==> config.mk <==
export PLATFORM = sky130hd
export DESIGN_NAME = seg_scan_ctrl
export DESIGN_NICKNAME = d
export VERILOG_FILES = /design/src/rtl/seg_scan_ctrl.sv
export SDC_FILE = /design/constraint.sdc
export NUM_CORES = 1
export LEC_CHECK = 0
export BUFFER_PORTS_ARGS = -buffer_cell sky130_fd_sc_hd__buf_2
export CORE_ASPECT_RATIO = 2
export CORE_MARGIN = 2
export CORE_UTILIZATION = 61
export CTS_BUF_LIST = sky130_fd_sc_hd__clkbuf_8
export DETAILED_ROUTE_END_ITERATION = 10
export PLACE_DENSITY_LB_ADDON = 0.2
export SETUP_SLACK_MARGIN = 0.02
export SLEW_MARGIN = 20
export SYNTH_ARGS = -nofsm -noshare
export SYNTH_HDL_FRONTEND = slang
export SYNTH_SLANG_ARGS = --single-unit
export TNS_END_PERCENT = 1
==> constraint.sdc <==
create_clock -name clk -period 3.1 [get_ports clk]
set_input_delay 0.31 -clock clk [delete_from_list [all_inputs] [get_ports clk]]
set_output_delay 0.31 -clock clk [all_outputs]
set_load 0.01 [all_outputs]
==> src/rtl/seg_scan_ctrl.sv <==
// seg_scan_ctrl: 4-digit common-anode seven-segment scanner with guard cycle
// and a load/ready handshake that commits new values only at frame boundaries.
module seg_scan_ctrl #(
  parameter int DIV = 1000
) (
  input  logic        clk,
  input  logic        reset_n,
  input  logic        en,
  input  logic        load,
  input  logic [15:0] value,
  input  logic [3:0]  blank,
  input  logic [3:0]  dp_in,
  output logic        ready,
  output logic        a,
  output logic        b,
  output logic        c,
  output logic        d,
  output logic        e,
  output logic        f,
  output logic        g,
  output logic        dp,
  output logic [3:0]  an
);
  // abcdefg, active-low, indexed by hex digit
  localparam logic [15:0][6:0] SEG = {
    7'b0111000, 7'b0110000, 7'b1000010, 7'b0110001,
    7'b1100000, 7'b0001000, 7'b0000100, 7'b0000000,
    7'b0001111, 7'b0100000, 7'b0100100, 7'b1001100,
    7'b0000110, 7'b0010010, 7'b1001111, 7'b0000001
  };
  logic [15:0] p_q, p_d, pv_q, pv_d, dv_q, dv_d;
  logic [1:0]  idx_q, idx_d;
  logic        pend_q, pend_d, dp_q, dp_d;
  logic [3:0]  pb_q, pb_d, pd_q, pd_d, db_q, db_d, dd_q, dd_d, an_q, an_d;
  logic [6:0]  seg_q, seg_d;
  logic        wrap, commit, accept, drive, lit;
  logic [3:0]  digit;
  always_comb begin
    wrap   = p_q == 16'(DIV - 1);
    commit = en && wrap && idx_q == 2'd3 && pend_q;
    accept = load && !pend_q;
    p_d    = (!en || wrap) ? '0 : p_q + 16'd1;
    idx_d  = !en ? 2'd0 : wrap ? idx_q + 2'd1 : idx_q;
    pend_d = accept || (pend_q && !commit);
    pv_d   = accept ? value : pv_q;
    pb_d   = accept ? blank : pb_q;
    pd_d   = accept ? dp_in : pd_q;
    dv_d   = commit ? pv_q : dv_q;
    db_d   = commit ? pb_q : db_q;
    dd_d   = commit ? pd_q : dd_q;
    // p=0 is the anti-ghosting guard: anodes off before switching digits
    drive  = en && p_q != '0;
    lit    = drive && !db_q[idx_q];
    digit  = dv_q[{idx_q, 2'b00} +: 4];
    an_d   = drive ? ~(4'b0001 << idx_q) : 4'hF;
    seg_d  = lit ? SEG[digit] : 7'h7F;
    dp_d   = !(lit && dd_q[idx_q]);
  end
  always_ff @(posedge clk or negedge reset_n) begin
    if (!reset_n) begin
      p_q    <= '0;
      idx_q  <= '0;
      pend_q <= 1'b0;
      pv_q   <= '0;
      pb_q   <= '0;
      pd_q   <= '0;
      dv_q   <= '0;
      db_q   <= 4'hF;
      dd_q   <= '0;
      an_q   <= 4'hF;
      seg_q  <= 7'h7F;
      dp_q   <= 1'b1;
    end else begin
      p_q    <= p_d;
      idx_q  <= idx_d;
      pend_q <= pend_d;
      pv_q   <= pv_d;
      pb_q   <= pb_d;
      pd_q   <= pd_d;
      dv_q   <= dv_d;
      db_q   <= db_d;
      dd_q   <= dd_d;
      an_q   <= an_d;
      seg_q  <= seg_d;
      dp_q   <= dp_d;
    end
  end
  assign ready = !pend_q;
  assign {a, b, c, d, e, f, g} = seg_q;
  assign dp = dp_q;
  assign an = an_q;
endmodule

; Word-level counts from Yosys, hierarchy flattened
; Memories as Yosys holds them, arrays and structs flattened.
; Index checks and enable logic that the tools add are counted.
[word_totals]
register_bits = 79
mem_bits_ro = 112
out_inout_bits = 13
n_memories = 1
[mem_list]
columns = name, words, width, read_ports, rd_clocked_by_memory_dff, wr, line
row1 = (no name shown), 16, 7, 1, 0, 0, 56  ; seg_d = lit ? SEG[digit] : 7'h7F;
[op_classes]
add_sub_neg = 2
magnitude_cmp = 2
n_eq_ne = 3
shift = 2
mux = 10
bitwise = 1
reduce_logical = 16
[op_table]
columns = operator, count
row1 = adder 16 x 1 -> 16 bit (second input constant), 1
row2 = == test 16 x 10 -> 1 bit (second input constant), 1
row3 = two-way mux 16 bit, 1
row4 = nonzero test 16 bit, 1
row5 = variable part select 16 x 5 -> 4 bit, 1
row6 = two-way mux 7 bit, 2
row7 = logical AND 1 bit, 8
row8 = zero test 1 bit, 5
row9 = less-than comparator 4 x 5 -> 1 bit (second input constant), 1
row10 = binary-select mux 1 bit (select 2 bit), 2
row11 = two-way mux 2 bit, 2
row12 = two-way mux 4 bit, 1
row13 = inverter 4 bit, 1
row14 = << shifter 1 x 2 -> 4 bit (first input constant), 1
row15 = less-than comparator 2 x 3 -> 1 bit (second input constant), 1
row16 = adder 2 x 1 -> 2 bit (second input constant), 1
row17 = == test 2 bit (second input constant), 1
row18 = logical OR 1 bit, 2
row19 = two-way mux 1 bit, 2
row20 = inequality test 2 x 1 -> 1 bit (second input constant), 1

; Depth between registers and ports, before layout
; Gate-level depths: netlist of run 1.
[logic_depth]
depth_word = 7
mapped_depth = 7
ltp_nobuf = 6

; Worst setup path after synthesis of run 1
; No wires, ideal clock.
[synth_path]
path_kind = flip-flop to flip-flop
from = register idx_q[0]
to = register seg_q[6]
setup_time_ns = 0.097
t_arrival_ns = 2.047
slack_ns = 0.956
path_stages_with_launch = 7
path_cell_list = dfrtp_1 buf_6 mux4_2 ha_1 or3b_2 a21oi_1 o31ai_1
[synth_between]
elab_chain_len = 5
word_cells_on_any_way = 8
classes_between = shift (1) / mux (4) / reduce/logical (2) / memory (1)
[synth_lines]
columns = item, line
row1 = "start, declared", 32  ; logic [1:0] idx_q, idx_d;
row2 = "start signal, assigned", 75  ; idx_q <= idx_d;
row3 = "parallel branches: the longest is 4 deep, another holds memory read (16 x 7 bit)", --
row4 = two-way mux 7 bit (*), 56
row5 = via seg_d[6], 35  ; logic [6:0] seg_q, seg_d;
row6 = "end signal, assigned", 84  ; seg_q <= seg_d;
row7 = "end, declared", 35
; Mark *: on every way through the listed nets, which the timed path passes. The select of a mux whose other input is x is not followed.
; A chain may end at the register's enable or synchronous reset.

; Worst setup path after layout of run 1
[layout_path]
from = register p_q[0]
to = register dv_q[10]
[layout_between]
elab_chain_len = 4
[layout_lines]
columns = item, line
row1 = "start, declared", 31  ; logic [15:0] p_q, p_d, pv_q, pv_d, dv_q, dv_d;
row2 = "start signal, assigned", 74  ; p_q <= p_d;
row3 = == test 16 x 10 -> 1 bit, 39  ; wrap = p_q == 16'(DIV - 1);
row4 = logical AND 1 bit (3 in series), 40  ; commit = en && wrap && idx_q == 2'd3 && pend_q;
row5 = "end signal, assigned", 80  ; dv_q <= dv_d;
row6 = "end, declared", 31
; No other way between the ends.

==> impl_summary.md, run 1 <==
Route
For this block, the initial DRC count from the detailed router was 149. After detailed routing, the number of vias per cell comes to 5.83. The final wirelength is 6.74 mm. The detailed-route wire length per cell is 17.3 um. The total via count in the routed design is 2272.

The number of remaining DRC errors is 0. The first detailed-routing pass ran for 4 iterations. Once detail routing completed, the nets flagged for antenna violations numbered 0.

Logic synthesis
By area the synthesized netlist is led by dfrtp_1, dfstp_2, mux2_2. The total standard cell area after synthesis is 3790 sq um. Among all flip-flop cells after synthesis, the most frequent one is dfrtp_1. Ranked by instance count, the synthesized netlist is headed by dfrtp_1, mux2_2, nor2_1. The share of synthesized area in the top cell type comes to 0.416. The post-synthesis net count is 320. The part of the Yosys area used for sequential elements is 0.527. Yosys mapped a number of flops with a built-in enable equal to 0. Of all flip-flops after synthesis, the portion carrying an async set or reset was 1.00. Averaged over all synthesized cells, the footprint is 13.5 sq um. Summed over all instances, the cell type with the most area after synthesis is dfrtp_1. The post-synthesis register bit count is 79.

After technology mapping, the gate count stands at 280. The unique cell type count in the Yosys netlist is 42. In the post-synthesis netlist, the cell with the most instances is dfrtp_1. The yosys synthesis warning count is 0.

Die
The number of core rows is 40. The width of the chip is 59.8 um. 41 I/O pins were placed. The die outline area is 6900 sq um. The total area inside the core boundary comes to 6010 sq um.

The die outline height is 116 um. The starting utilization of the core area is 0.631.

Clocking
The clock net in this run drives a total of 79 sinks. The number of H-tree levels is 3. The number of clock buffers added by TritonCTS is 9. The TritonCTS clock tree is done. The clock slew seen by the registers of the worst setup and hold paths is 0.07 ns.

In this run, post-CTS repair resized a total of 0 instances. The buffers inserted during post-CTS setup optimization is 0. The root cell of the clock tree is clkbuf_8. The maximum root-to-sink buffer count is 2. For the worst-skew pair, the clock arrives at the later sink with an insertion delay of 0.35 ns. For this design, the CTS-stage hold fixing added 0 buffers.

STA
The post-layout worst setup margin is 0.838 ns. The post-route clock skew is 0.00903 ns. Setup repair after global routing left no endpoint under its margin.

The total negative setup slack is 0 ns. The number of endpoints failing setup at the final stage is 0. The worst path in the final design needs a cycle of 2.26 ns, including I/O delays and setup. The fmax is 0.442 GHz. At the pin with the least slew margin, the transition time is 0.936 ns. The number of pins exceeding their max-slew limit in the final report is 0. In the finished design, the share of the clock period the worst path needs comes to 0.730. Across all hold checks on the routed design, the worst slack comes to 0.112 ns. The total count of hold-check failures in the final report is 0. Headroom to the max-slew limit came out at 0.376.

Placement
After legalization and detailed placement, the total HPWL measured 4.80 mm. The final weighted congestion in routability-driven placement is 0.834. The count of input and output buffers is 40. The post-place setup slack is 0.876 ns.

Power
The analysis attributes to cell leakage a power of 0.00189 uW. After layout, the design draws a total of 1960 uW. VDD sags by at most 344 uV. The power per cell area is 467 nW/um^2.

Cells and area
In the final layout, the share of cells above drive strength 1 is 0.428. The number of nets in the layout is 362. Relative to the synthesized area, the layout overhead comes to 10.4%. The number of antenna diodes is 0.

GRT
The number of antenna violations at the first check in global routing is 0. After global routing the overflow that remains totals 0. Across every metal layer, demand over resource in global routing totals 0.224. The first global-routing pass estimated 11.4 mm of wire. Entering global routing, the biggest net connects 80 pins.

The via count of the first global-routing pass is 2411.

Job
The total of max-cap violations is 0.

Worst setup path
Along the worst path, the maximum fanout reaches 25. The critical path arrival is 2.49 ns. STA classifies the critical path startpoint as a register.

The data required time of the worst path is 3.33 ns. The setup path with the least slack is of type reg -> reg. The critical path capture point type is a register.

Status
The run finished with clean final reports.

Min path
The class of the worst hold path is in -> async.
-- cells by family (layout without fill, tap and decap cells) --
| kind of cell | count (synthesis) | in the layout | synth area share |
|---|---|---|---|
| AO/OA/AOI/OAI | 16 | 16 | 0.0300 |
| XOR/XNOR | 17 | 17 | 0.0393 |
| adder cells (fa/ha/maj) | 12 | 12 | 0.0396 |
| buffers and inverters | 22 | 69 | 0.0363 |
| flip-flops | 79 | 79 | 0.527 |
| multiplexers | 64 | 64 | 0.225 |
| AND/OR/NAND/NOR | 70 | 70 | 0.103 |
-- cell usage in the layout, fill, tap and decap left out, types with 10 or more instances in the layout --
| cell | n |
|---|---|
| mux2_4 | 19 |
| nand2_1 | 10 |
| mux2_2 | 34 |
| buf_2 | 39 |
| clkbuf_8 | 10 |
| inv_1 | 14 |
| dfstp_2 | 16 |
| ha_1 | 12 |
| nor2_1 | 21 |
| dfrtp_1 | 63 |
-- metal layers --
layer | routed length, um | GRT usage | share of wire | up-vias
li1 | - | - | - | 1073
met1 | 2600 | 0.263 | 0.39 | 1136
met2 | 3810 | 0.380 | 0.57 | 50
met3 | 180 | 0.0547 | 0.027 | 13
met4 | 141 | 0.0978 | 0.021 | 0
met5 | 0 | 0 | 0 | -
-- critical path, cell delays in order, from the launching register on --
cell and delay [ns]:
dfrtp_1 0.44, ha_1 0.28, and4_1 0.21, and4_4 0.25, and4_4 0.55, mux2_2 0.39
-- registers in the layout (all words and copies together), names as in the netlist --
signal,count
dd_q,4
db_q,4
dp,1
an,4
idx_q,2
dv_q,16
p_q,16
pd_q,4
pend_q,1
pb_q,4
seg_q,7
pv_q,16
-- path summary, 6_finish.rpt --
| kind | depth (start not counted) | end | start | slack [ns] |
|---|---|---|---|---|
| max reg2reg | 5 | dv_q[10] | p_q[0] | 0.84 |
| max | 5 | dv_q[10] | p_q[0] | 0.84 |
| min | 1 | pv_q[5] | reset_n | 0.11 |
| max in group asynchronous | 1 | p_q[12] | reset_n | 2.39 |
| min in group clk | 2 | pd_q[3] | dp_in[3] | 0.19 |
| min reg2reg | 1 | dv_q[7] | pv_q[7] | 0.51 |
-- area by class of cell --
class | count | area [sq um]
inverter | 11 | 41.3
sequential | 79 | 2000
fill | 427 | 1820
clock buffer | 10 | 138
multi-input combinational | 179 | 1660
tap | 63 | 78.8
clock inverter | 6 | 53.8
timing repair buffer | 42 | 218
-- metrics by stage --
| step | cells | cell area (sq um) | util |
|---|---|---|---|
| finish | 390 | 4190 | 0.697 |
| global route | 390 | 4190 | 0.697 |
| CTS | 390 | 4190 | 0.697 |
| detailed placement | 374 | 4000 | 0.665 |
| global placement | 374 | 4000 | 0.665 |
| floorplan | 280 | 3790 | - |
-- report_power, final --
group / leakage (uW) / switching, uW / internal (uW) / total, uW
clock: 0.000106 / 343 / 384 / 726
sequential: 0.00100 / 29.3 / 1090 / 1120
combinational: 0.000785 / 57.3 / 55.4 / 113
total: 0.00189 / 429 / 1530 / 1960
(Power assumes the default switching activity.)
==> inputs of run 2 (changes only) <==
==> constraint.sdc (replaced) <==
create_clock -name clk -period 2.09 [get_ports clk]
set_input_delay 0.209 -clock clk [delete_from_list [all_inputs] [get_ports clk]]
set_output_delay 0.209 -clock clk [all_outputs]
set_load 0.01 [all_outputs]
==> impl_summary.md, run 2 (same netlist as run 1, synthesis figures left out) <==
Status
The run finished with clean final reports.

Worst setup path
The worst setup path is captured at a register. For this design, the slowest cell found on the critical path is dfrtp_2. The total buffers and inverters traversed by the critical path is 1 (+1). The worst reg-to-reg path cell count came to 5 (unchanged). The reg2reg setup slack came to 0.08 ns (-0.75 ns). The total stage count of the critical path is 5 (unchanged). The data required time of the worst path was 2.33 ns (-1.00 ns). The largest stage delay on the critical path is 0.46 ns (-0.09 ns).

The type of origin of the critical path is a register. The critical path goes through nor4_4 -> and4_4 -> and4_4 -> buf_12 -> mux2_2. The startpoint of the lowest-slack register-to-register path is p_q[3]. The dominant cell type by count on the critical path is and4_4. The reg-to-reg critical path endpoint is dv_q[15]. The worst setup path category is reg -> reg. The maximum fanout count along the critical path is 15 (-40%). The critical path arrival is 2.24 ns (-0.25 ns). In this run the worst setup path begins at p_q[3]. The kind of cell with the highest combined delay along the critical path is simple AND/OR/NAND/NOR gates. The critical path endpoint is dv_q[15].

Cells and area
Leaving out fill and tap cells, the most frequent cell in the layout is dfrtp_1. The number of antenna diodes is 0 (unchanged). The number of cells in the finished layout apart from fillers is 408 (+4.6%).

The total of fill cells in the finished design is 400 (-6.3%). The area overhead of the layout relative to synthesis is 16.7%. The largest registers in the layout are dv_q (16), p_q (16), pv_q (16). The fraction of final layout cells sized beyond drive strength 1 was 0.475 (+0.0472). The top cell types in the final layout, fill and taps aside, are dfrtp_1, buf_2, mux2_2. The final standard cell utilization of the core is 0.737 (+0.0396). The number of nets in the layout is 380 (+5.0%).

Placement
The total placed cells including tap cells is 390 (+4.3%). The final weighted congestion in routability-driven placement came to 0.823 (-1.3%). The count of input and output buffers was 40 (unchanged).

The half-perimeter wire length after detailed placement is 5.02 mm (+4.7%).

Power
The power per cell area is 686 nW/um^2 (+47%). The share of total power consumed by net switching is 0.220 (about the same). The static leakage power was 0.00201 uW (+6.4%). The register share of total power is 0.544 (-0.027). The switching power was 667 uW (+55%).

The total power consumption of the routed design came to 3030 uW (+55%). The internal power contribution is 2370 uW (+55%). The part of the total power dissipated in combinational logic is 0.063 (+0.005). The clock network fraction of total power was 0.393 (+0.021). The maximum ir drop on the vdd rail is 504 uV (+46%).

Route
The number of DRC violations after detailed-routing iteration 0 is 114 (-23%). The final wirelength is 7.01 mm (+4.1%). The antenna violation net count after detailed routing is 0 (unchanged). The first-pass iteration count of the detailed router is 4 (unchanged). The detailed-route vias per instance was 5.71 (-2.0%). The number of remaining DRC errors is 0 (unchanged). The detailed-route wire length per cell is 17.2 um (-0.52%). The total via count in the routed design was 2330 (+2.6%).

Die
The die outline height was 116 um (unchanged). The number of I/O pins was 41 (unchanged). The number of core rows is 40 (unchanged). The die outline area is 6900 sq um (unchanged).

The core region area was 6010 sq um (unchanged). The width of the chip is 59.8 um (unchanged). The starting utilization of the core area is 0.631 (unchanged).

STA
The part of the cycle the worst path needs was 0.959 (+0.230). The total negative setup slack is 0 ns (unchanged). The clock period minus final worst setup slack came to 2.01 ns (-0.257 ns). The fmax is 0.499 GHz (+13%). The number of pins exceeding their max-slew limit in the final report is 0 (unchanged). The headroom to the max-slew limit is 0.749 (+0.373). The total count of hold-check failures in the final report is 0 (unchanged). Setup repair after global routing left no endpoint under its margin. The number of endpoints failing setup at the final stage came to 0 (unchanged). The post-route clock skew came to 0.0101 ns (+0.00112 ns). The slew of the pin with the lowest slew margin came to 0.373 ns (-0.563 ns).

GRT
The remaining global-route overflow came to 0 (unchanged). The pin count of the biggest net entering global routing is 54 (-33%). The first-pass GRT wire length was 11.6 mm (+2.2%). The global-route usage over all layers came to 0.230 (+0.00566). The number of antenna violations at the first check in global routing came to 0 (unchanged).

The via count of the first global-routing pass is 2450 (+1.6%).

Clocking
The maximum root-to-sink buffer count was 2 (unchanged). TritonCTS built the clock tree. The number of H-tree levels is 3 (unchanged).

The number of buffers created by CTS is 9 (unchanged). The root buffer cell chosen for the clock tree is clkbuf_8. The count of clock tree sinks came to 79 (unchanged). The clock insertion delay at the later pin of the skew report is 0.36 ns (about the same). The clock slew seen by the registers of the worst setup and hold paths was 0.08 ns (about the same).

Job
The total of max-cap violations is 0 (unchanged).

Min path
The path class of the tightest hold or removal check is in -> reg.
==> run 2: layout make-up <==
type | instances | area, sq um | share of cell area
repair buffers | 60 | 393 | 0.0888
inverters | 11 | 41.3 | 0.00933
flip-flops and latches | 79 | 2000 | 0.452
clock inverters | 7 | 83.8 | 0.0189
well taps | 63 | 78.8 | 0.0178
multi-input cells | 179 | 1710 | 0.385
clock buffers | 9 | 124 | 0.0280
==> run 2: per-layer routing <==
| layer | GRT usage | vias up | wire length, um |
|---|---|---|---|
| li1 | - | 1109 | - |
| met1 | 0.268 | 1165 | 2720 |
| met2 | 0.386 | 43 | 3880 |
| met3 | 0.0491 | 13 | 226 |
| met4 | 0.121 | 0 | 191 |
| met5 | 0 | - | 0 |
==> run 2: worst reg2reg max path, delay by kind of cell, from the launching register on <==
kind          cells  cell delay [ns]
mux               1             0.35
buf+inv           1             0.17
flops             1             0.46
simple gates      3             0.90
==> run 2: worst min path at each step <==
stage | cells after the start | end | slack (ns) | startpoint
after floorplan | 0 | dd_q[0] | -0.09 | reset_n
after global placement | 1 | pv_q[9] | 0.14 | reset_n
after detailed placement | 1 | pv_q[4] | 0.14 | reset_n
after CTS | 2 | pd_q[2] | 0.07 | dp_in[2]
after global routing | 2 | pd_q[3] | 0.07 | dp_in[3]
final | 2 | pv_q[10] | 0.08 | value[10]
==> run 2: repair_timing <==
action                                  4_1_cts  5_1_grt
setup buffers                                 0        1
endpoints found under the setup margin        0       21
hold buffers                                  1        0
endpoints found under the hold margin        21        0
resized for setup                             0        6
==> run 2: power groups by stage <==
stage / Clock (uW) / Combinational [uW] / Sequential [uW]
after floorplan: 0 / 79.9 / 1680
after global placement: 0 / 189 / 1680
after detailed placement: 0 / 195 / 1680
after CTS: 1210 / 196 / 1650
after global routing: 1260 / 218 / 1660
final: 1190 / 192 / 1650
==> run 2: metrics by stage <==
| stage | worst slack [ns] | area (sq um) | hold WS (ns) |
|---|---|---|---|
| after global routing | 0.0177 | 4420 | 0.0737 |
| after CTS | 0.0236 | 4400 | 0.0655 |
| final | 0.0850 | 4420 | 0.0761 |
| after global placement | 0.0926 | 4180 | 0.141 |
| after floorplan | 0.0531 | 3820 | -0.0866 |
| after detailed placement | 0.0404 | 4180 | 0.145 |
==> inputs of run 3 (changes only) <==
--- a/config.mk
+++ b/config.mk
@@ -11,7 +11,7 @@
 export CORE_UTILIZATION = 61
 export CTS_BUF_LIST = sky130_fd_sc_hd__clkbuf_8
 export DETAILED_ROUTE_END_ITERATION = 10
-export PLACE_DENSITY_LB_ADDON = 0.2
+export PLACE_DENSITY = 0.78
 export SETUP_SLACK_MARGIN = 0.02
 export SLEW_MARGIN = 20
 export SYNTH_ARGS = -nofsm -noshare
==> impl_summary.md, run 3 (same netlist as run 1, synthesis figures left out) <==
Worst setup path
The reg2reg setup slack came to 0.06 ns (-0.03 ns). The data required time of the worst path is 2.34 ns (about the same). The critical path arrival is 2.28 ns (+0.04 ns).

The worst setup path is launched from a register. The worst reg-to-reg path cell count is 6 (+1). The worst setup path category is reg -> reg. The startpoint of the lowest-slack register-to-register path is p_q[1]. The maximum fanout count along the critical path was 25 (+10). The critical path capture point type is a register. The endpoint identified for the worst register-to-register timing path is dd_q[3].

Min path
The number of stages on the worst hold path is 2 (unchanged). The start point of the worst min-delay path is value[12]. For hold timing, the worst endpoint is pv_q[12]. In this run the worst hold path is classified as in -> reg.

Cells and area
The number of antenna diodes is 0 (unchanged). The library cell used most frequently in the layout, excluding fill and tap cells, is dfrtp_1. The area overhead of the layout relative to synthesis is 15.4%. The top cell types in the final layout, fill and taps aside, are dfrtp_1, buf_2, mux2_2. The final standard cell utilization of the core was 0.729 (-0.00771). The number of nets in the layout came to 379 (-0.26%). The fraction of final layout cells sized beyond drive strength 1 is 0.480 (+0.00429). In the final layout, the registers with the most flip-flops are dv_q (16), p_q (16), pv_q (16).

Die
The width of the chip came to 59.8 um (unchanged). The die outline height is 116 um (unchanged). The core region area is 6010 sq um (unchanged).

The number of I/O pins is 41 (unchanged). The number of core rows is 40 (unchanged). The starting utilization of the core area is 0.631 (unchanged).

The die outline area is 6900 sq um (unchanged).

Power
The maximum ir drop on the vdd rail is 548 uV (+8.7%). The power per cell area was 658 nW/um^2 (-4.1%). The static leakage power is 0.00199 uW (-1.5%).

Clocking
The number of buffers created by CTS was 9 (unchanged). The number of H-tree levels is 3 (unchanged). The maximum root-to-sink buffer count is 2 (unchanged). The clock slew seen by the registers of the worst setup and hold paths is 0.08 ns (about the same). The count of clock tree sinks is 79 (unchanged).

The clock insertion delay at the later pin of the skew report came to 0.36 ns (about the same). TritonCTS built the clock tree. The root cell of the clock tree is clkbuf_8.

STA
The fmax is 0.492 GHz (-1.3%). The part of the cycle the worst path needs was 0.972 (+0.0124). The post-route clock skew is 0.00824 ns (-0.00191 ns). The clock period minus final worst setup slack was 2.03 ns (+0.0259 ns). The headroom to the max-slew limit was 0.605 (-0.144). The total count of hold-check failures in the final report is 0 (unchanged).

The slew of the pin with the lowest slew margin is 0.592 ns (+0.219 ns). The number of pins exceeding their max-slew limit in the final report came to 0 (unchanged). The total negative setup slack was 0 ns (unchanged). The number of endpoints failing setup at the final stage is 0 (unchanged). Setup repair after global routing could not meet its margin everywhere.

Route
The detailed-route wire length per cell is 17.2 um (about the same). The number of DRC violations after detailed-routing iteration 0 is 95 (-17%). The detailed-route vias per instance is 5.76 (+0.93%).

The number of remaining DRC errors is 0 (unchanged). The first-pass iteration count of the detailed router was 4 (unchanged). The final wirelength is 7.00 mm (-0.17%).

The antenna violation net count after detailed routing is 0 (unchanged). The total via count in the routed design is 2346 (+0.69%).

GRT
The first-pass GRT wire length is 11.6 mm (-0.83%). The remaining global-route overflow is 0 (unchanged). The global-route usage over all layers is 0.234 (+0.00429). The pin count of the biggest net entering global routing came to 48 (-11%).

The number of antenna violations at the first check in global routing is 0 (unchanged). The via count of the first global-routing pass is 2461 (+0.45%).

Placement
The final weighted congestion in routability-driven placement was 0.863 (+4.9%). The count of input and output buffers was 40 (unchanged). The half-perimeter wire length after detailed placement came to 5.01 mm (-0.31%).

Job
The total of max-cap violations is 0 (unchanged).

Status
The flow ran to the end, and the final reports show no timing, DRC or antenna violations.
==> run 3: report_power, final <==
group          switching (uW)  internal (uW)  total, uW
registers                40.9           1610       1650
logic                    89.7           96.3        186
clock network             548            493       1040
==> run 3: how the worst max path moves through the flow <==
stage | start | to | cells past startpoint
2_1_floorplan | idx_q[0] | seg_q[6] | 7
3_3_place_gp | idx_q[0] | seg_q[6] | 6
3_5_place_dp | idx_q[0] | seg_q[6] | 6
4_1_cts | idx_q[0] | seg_q[6] | 6
5_1_grt | p_q[1] | dv_q[15] | 6
6_report | p_q[1] | dd_q[3] | 6
==> run 3: metal layers <==
| layer | up-vias | wire length (um) | track usage | share of wire |
|---|---|---|---|---|
| met5 | - | 0 | 0 | 0 |
| met4 | 0 | 166 | 0.104 | 0.024 |
| met3 | 15 | 191 | 0.0658 | 0.027 |
| met2 | 33 | 3970 | 0.410 | 0.57 |
| met1 | 1187 | 2670 | 0.254 | 0.38 |
| li1 | 1111 | - | - | - |
==> run 3: metrics by stage <==
step           instances  setup WS (ns)  power (uW)  cell area, sq um  hold WS, ns
6_report             407         0.0590        2880              4380       0.0723
3_3_place_gp         387         0.0331        1860              4140        0.246
5_1_grt              407        0.00228        3010              4380       0.0505
3_5_place_dp         387         0.0157        1870              4140        0.247
2_1_floorplan        280         0.0531        1760              3820      -0.0866
4_1_cts              407         0.0346        2910              4360       0.0565
==> run 3: critical path, cell delays in order, from the launching register on <==
cell and delay, ns:
dfrtp_1 0.43, ha_2 0.22, and4_1 0.20, and4_4 0.25, and4_4 0.24, buf_12 0.21, mux2_2 0.36
==> run 3: repair_timing <==
| item | in CTS | in global routing |
|---|---|---|
| setup buffers | 3 | 0 |
| setup endpoints to repair | 1 | 8 |
| hold buffers | 1 | 0 |
| endpoints found under the hold margin | 41 | 0 |
| gates resized for setup | 0 | 5 |
| pin swaps | 0 | 1 |
==> run 3: area by class of cell <==
class,instances,area (sq um)
clock buffers,11,151
well taps,63,78.8
repair buffers,59,373
fillers,413,1630
clock inverters,5,32.5
flip-flops and latches,79,2000
inverters,11,41.3
multi-input cells,179,1700
